--- config.mk ---
export PLATFORM = sky130hd
export DESIGN_NAME = intr_ctrl
export DESIGN_NICKNAME = d
export VERILOG_FILES = /design/src/rtl/intr_ctrl.sv
export SDC_FILE = /design/constraint.sdc
export NUM_CORES = 1
export LEC_CHECK = 0
export BUFFER_PORTS_ARGS = -buffer_cell sky130_fd_sc_hd__buf_2
export CAP_MARGIN = 20
export CORE_MARGIN = 5
export CORE_UTILIZATION = 55
export DETAILED_ROUTE_END_ITERATION = 10
export GPL_ROUTABILITY_DRIVEN = 0
export PLACE_DENSITY = 0.89
export REMOVE_ABC_BUFFERS = 1
export SKIP_CTS_REPAIR_TIMING = 1
export SYNTH_ARGS = -nofsm -noshare
export SYNTH_HDL_FRONTEND = slang
export SYNTH_SLANG_ARGS = --single-unit
--- constraint.sdc ---
create_clock -name clk -period 5.1 [get_ports clk]
set_clock_uncertainty 0.2 [all_clocks]
set_input_delay 0.765 -clock clk [delete_from_list [all_inputs] [get_ports clk]]
set_output_delay 0.765 -clock clk [all_outputs]
set_load 0.01 [all_outputs]
--- src/rtl/intr_ctrl.sv ---
// intr_ctrl: round-robin interrupt scheduler with rising-edge latching, per-source mask and ack timeout
//   clk       system clock
//   rst       synchronous reset, active-high
//   int_i     raw level interrupt sources (INT_NUM)
//   mask_i    per-source service enable (INT_NUM)
//   ack_i     CPU acknowledge pulse, honoured only while int_o=1
//   int_o     registered interrupt request to CPU
//   int_id_o  ID of the served source, held while int_o=1 and kept afterwards
//   pending_o latched pending sources (INT_NUM)
module intr_ctrl #(
    parameter int INT_NUM     = 32,
    parameter int ID_W        = 5,
    parameter int ACK_TIMEOUT = 0
) (
    input  logic               clk,
    input  logic               rst,
    input  logic [INT_NUM-1:0] int_i,
    input  logic [INT_NUM-1:0] mask_i,
    input  logic               ack_i,
    output logic               int_o,
    output logic [ID_W-1:0]    int_id_o,
    output logic [INT_NUM-1:0] pending_o
);
    typedef enum logic [1:0] {IDLE, WAIT_ACK, GAP} state_t;
    localparam logic [ID_W-1:0] LAST_ID = ID_W'(INT_NUM - 1);
    localparam logic [15:0]     TO_LAST = 16'(ACK_TIMEOUT - 1);
    state_t             state, state_n;
    logic [INT_NUM-1:0] int_d, elig, clr, pending_n;
    logic [ID_W-1:0]    ptr, ptr_n, win, win_hi, win_any, id_n;
    logic [15:0]        cnt, cnt_n;
    logic               found_hi, int_n;
    assign elig = pending_o & mask_i;
    // Descending scans so the lowest matching index is the one left standing.
    always_comb begin
        win_hi   = '0;
        win_any  = '0;
        found_hi = 1'b0;
        for (int i = INT_NUM - 1; i >= 0; i--) begin
            if (elig[i] && ID_W'(i) >= ptr) begin
                win_hi   = ID_W'(i);
                found_hi = 1'b1;
            end
            if (elig[i]) win_any = ID_W'(i);
        end
        win = found_hi ? win_hi : win_any;
    end
    always_comb begin
        state_n = state;
        int_n   = int_o;
        id_n    = int_id_o;
        ptr_n   = ptr;
        cnt_n   = cnt;
        clr     = '0;
        case (state)
            IDLE: if (|elig) begin
                id_n    = win;
                int_n   = 1'b1;
                cnt_n   = '0;
                state_n = WAIT_ACK;
            end
            WAIT_ACK: if (ack_i) begin
                clr[int_id_o] = 1'b1;
                int_n         = 1'b0;
                ptr_n         = (int_id_o == LAST_ID) ? '0 : int_id_o + 1'b1;
                state_n       = GAP;
            end else if (ACK_TIMEOUT != 0 && cnt == TO_LAST) begin
                int_n   = 1'b0;
                state_n = GAP;
            end else begin
                cnt_n = cnt + 16'd1;
            end
            default: state_n = IDLE;
        endcase
        // A fresh edge in the ack cycle overrides the clear.
        pending_n = (pending_o & ~clr) | (int_i & ~int_d);
    end
    // int_d keeps sampling through reset so a source held high across reset does not re-trigger.
    always_ff @(posedge clk) begin
        int_d <= int_i;
        if (rst) begin
            state     <= IDLE;
            int_o     <= 1'b0;
            int_id_o  <= '0;
            pending_o <= '0;
            ptr       <= '0;
            cnt       <= '0;
        end else begin
            state     <= state_n;
            int_o     <= int_n;
            int_id_o  <= id_n;
            pending_o <= pending_n;
            ptr       <= ptr_n;
            cnt       <= cnt_n;
        end
    end
endmodule

==> results.yml <==
placed_design:
  post-dp-hpwl_um: 8900
  port-buffer-count: 104
  dpl_worst_slack_ps: 2150
detailed_routing:
  wirelength_um: 12800
  ant_nets: 0
  drc: 0
  num_vias: 4324
  first_pass_iters: 5
  drt_iter0_markers: 420
  vias_per_cell: 6.34
  wl_per_cell_um: 18.7
grt:
  grt_start_max_net_pins: 47
  track_usage: 0.281
  antenna_found_initial: 0
  grt_pass1_vias: 4137
  grt_pass1_wl_um: 20100
  grt_overflow_total: 0
logic_synthesis:
  synth_edf_count: 0
  synth_top_area_share: 0.375
  ys.flop_type: "dfxtp_1"
  synth.avg_cell_area_um2: 8.43
  synth-async-reset-ratio: 0
  ys_ff_latch: 77
  netlist_instances: 487
  netlist.top_cell.by_area: "dfxtp_1"
  synth_area_leaders: "dfxtp_1 (38%), a21oi_1 (7.7%), o21ai_0 (5.5%)"
  yosys_warnings: 0
  synth.distinct_cells: 74
  netlist_area_um2: 4110
  seq_area_frac_synth: 0.375
sta:
  hold_viol: 0
  fin_crit_sh: 0.571
  fin_hold_ws_ps: 286
  period_minus_slack_ps: 2910
  setup_tns_ps: 0
  worst_pin_slew_ps: 1040
  slew_viol_final: 0
  setup_violations: 0
  max_clock_freq_mhz: 343
  rsz0062_at_grt: "false"
  fin_ws_ps: 2190
  slew_headroom: 0.303
clock_tree:
  cts_tree: "yes"
  ctsHtreeMaxLevel: 3
  cts_root_buffer: "clkbuf_8"
  clk_pin_slew_ps: 80
  clk_latency_ps: 360
  clock_path_buffers: 2
  cts_buffers: 9
  clock_sinks: 77
setup_path:
  path_cells: "and2_2, a311oi_4, nor4b_4, nand3_2, nor3_4, a311oi_1, nor3_2"
  arrival_ps: 3000
  startpoint_type: "flop"
  critPathRequiredTime_ps: 5180
  endpoint_kind: "flop"
  cp_slowest_stage_delay_ps: 1010
  crit_type: "reg -> reg"
  cp_slowest_cell: "dfxtp_1"
  cp_max_fo: 30
power_and_ir_drop:
  power_density_nw_per_um2: 321
  total_power_uw: 1540
  peakVddDrop_v: 0.000224
  power.leakage_uw: 0.00206
run:
  drv_cap: 0
floorplan:
  core_um2: 7250
  die_x_um: 96.4
  rows: 31
  die_y_um: 96.4
  die_area_um2: 9290
  start_util: 0.566
  io_pins: 105
layout:
  final_cell_mix: "buf_2 (104), dfxtp_1 (77), a21oi_1 (63), nand2_1 (47), o21ai_0 (45)"
  fin_nets: 651
  final_common_cell: "buf_2"
  drive_gt1_frac: 0.240
  areaGrowthSynthToFinish_pct: 17.1
  insertedDiodeCount: 0
  fillers: 630
outcome:
  status: "finished clean"
worst_hold_path:
  hp-class: "reg -> reg"
## worst paths after layout
check,cells after the start,to,start,slack [ps]
hold / removal,2,pending_o[10],int_d[10],290
setup / recovery,7,int_id_o[2],ptr[3],2190
hold reg to reg,2,pending_o[10],int_d[10],290
setup reg to reg,7,int_id_o[2],ptr[3],2190
## cell families (layout without fill, tap and decap cells)
logic type | count (synthesis) | in the layout | share of synthesized area
AOI/OAI and AO/OA | 200 | 200 | 0.327
and+or+nand+nor | 173 | 173 | 0.232
DFF | 77 | 77 | 0.375
buffers and inverters | 29 | 125 | 0.0436
adders and majority gates | 5 | 5 | 0.0152
xor gates and xnor gates | 2 | 2 | 0.00427
muxes | 1 | 1 | 0.00244
## synthesized netlist by cell type (7+ instances only)
cell type and instances:
nand3_1 11, clkbuf_1 9, a31oi_1 7, o21ai_0 45, nor2_1 25, dfxtp_1 77
nand2b_1 33, and2_1 9, nand3b_1 7, a22oi_1 11, nand4_1 7, nand2_1 47
a21oi_1 63
## critical path, delay by kind of cell, from the launching register on
kind | cells | cell delay, ps
compound gates | 2 | 290
flops | 1 | 1010
simple gates | 5 | 1330
## report_power, final
part	switching, µW	leakage, µW	internal [µW]
clock network	225	0.000105	286
logic	188	0.00131	142
registers	59.2	0.000642	643
## area by class of cell
type,count,area [µm²],area share
clock inverters,4,72.6,0.0151
clock buffers,11,141,0.0294
multi-input cells,381,2380,0.496
inverters,6,22.5,0.00469
repair buffers,104,520,0.108
well taps,99,124,0.0258
flip-flops and latches,77,1540,0.321
## registers in the layout, indices dropped and copies added (netlist names)
name / cells
state: 2
int_id_o: 5
int_o: 1
int_d: 32
pending_o: 32
ptr: 5
## per-stage QoR
stage	area, µm²	std cells	utilization
final	4810	682	0.663
after global routing	4810	682	0.663
after CTS	4810	682	0.663
after detailed placement	4590	667	0.633
after global placement	4590	667	0.633
after floorplan	3950	464	-
## metal layers
layer / GRT usage / routed length [µm] / up-vias / part of all wire
li1: - / - / 2002 / -
met1: 0.345 / 4810 / 1973 / 0.38
met2: 0.443 / 5840 / 295 / 0.46
met3: 0.0821 / 1530 / 54 / 0.12
met4: 0.153 / 587 / 0 / 0.046
met5: 0 / 0 / - / 0
No activity file was read; power rests on OpenSTA's default activity.
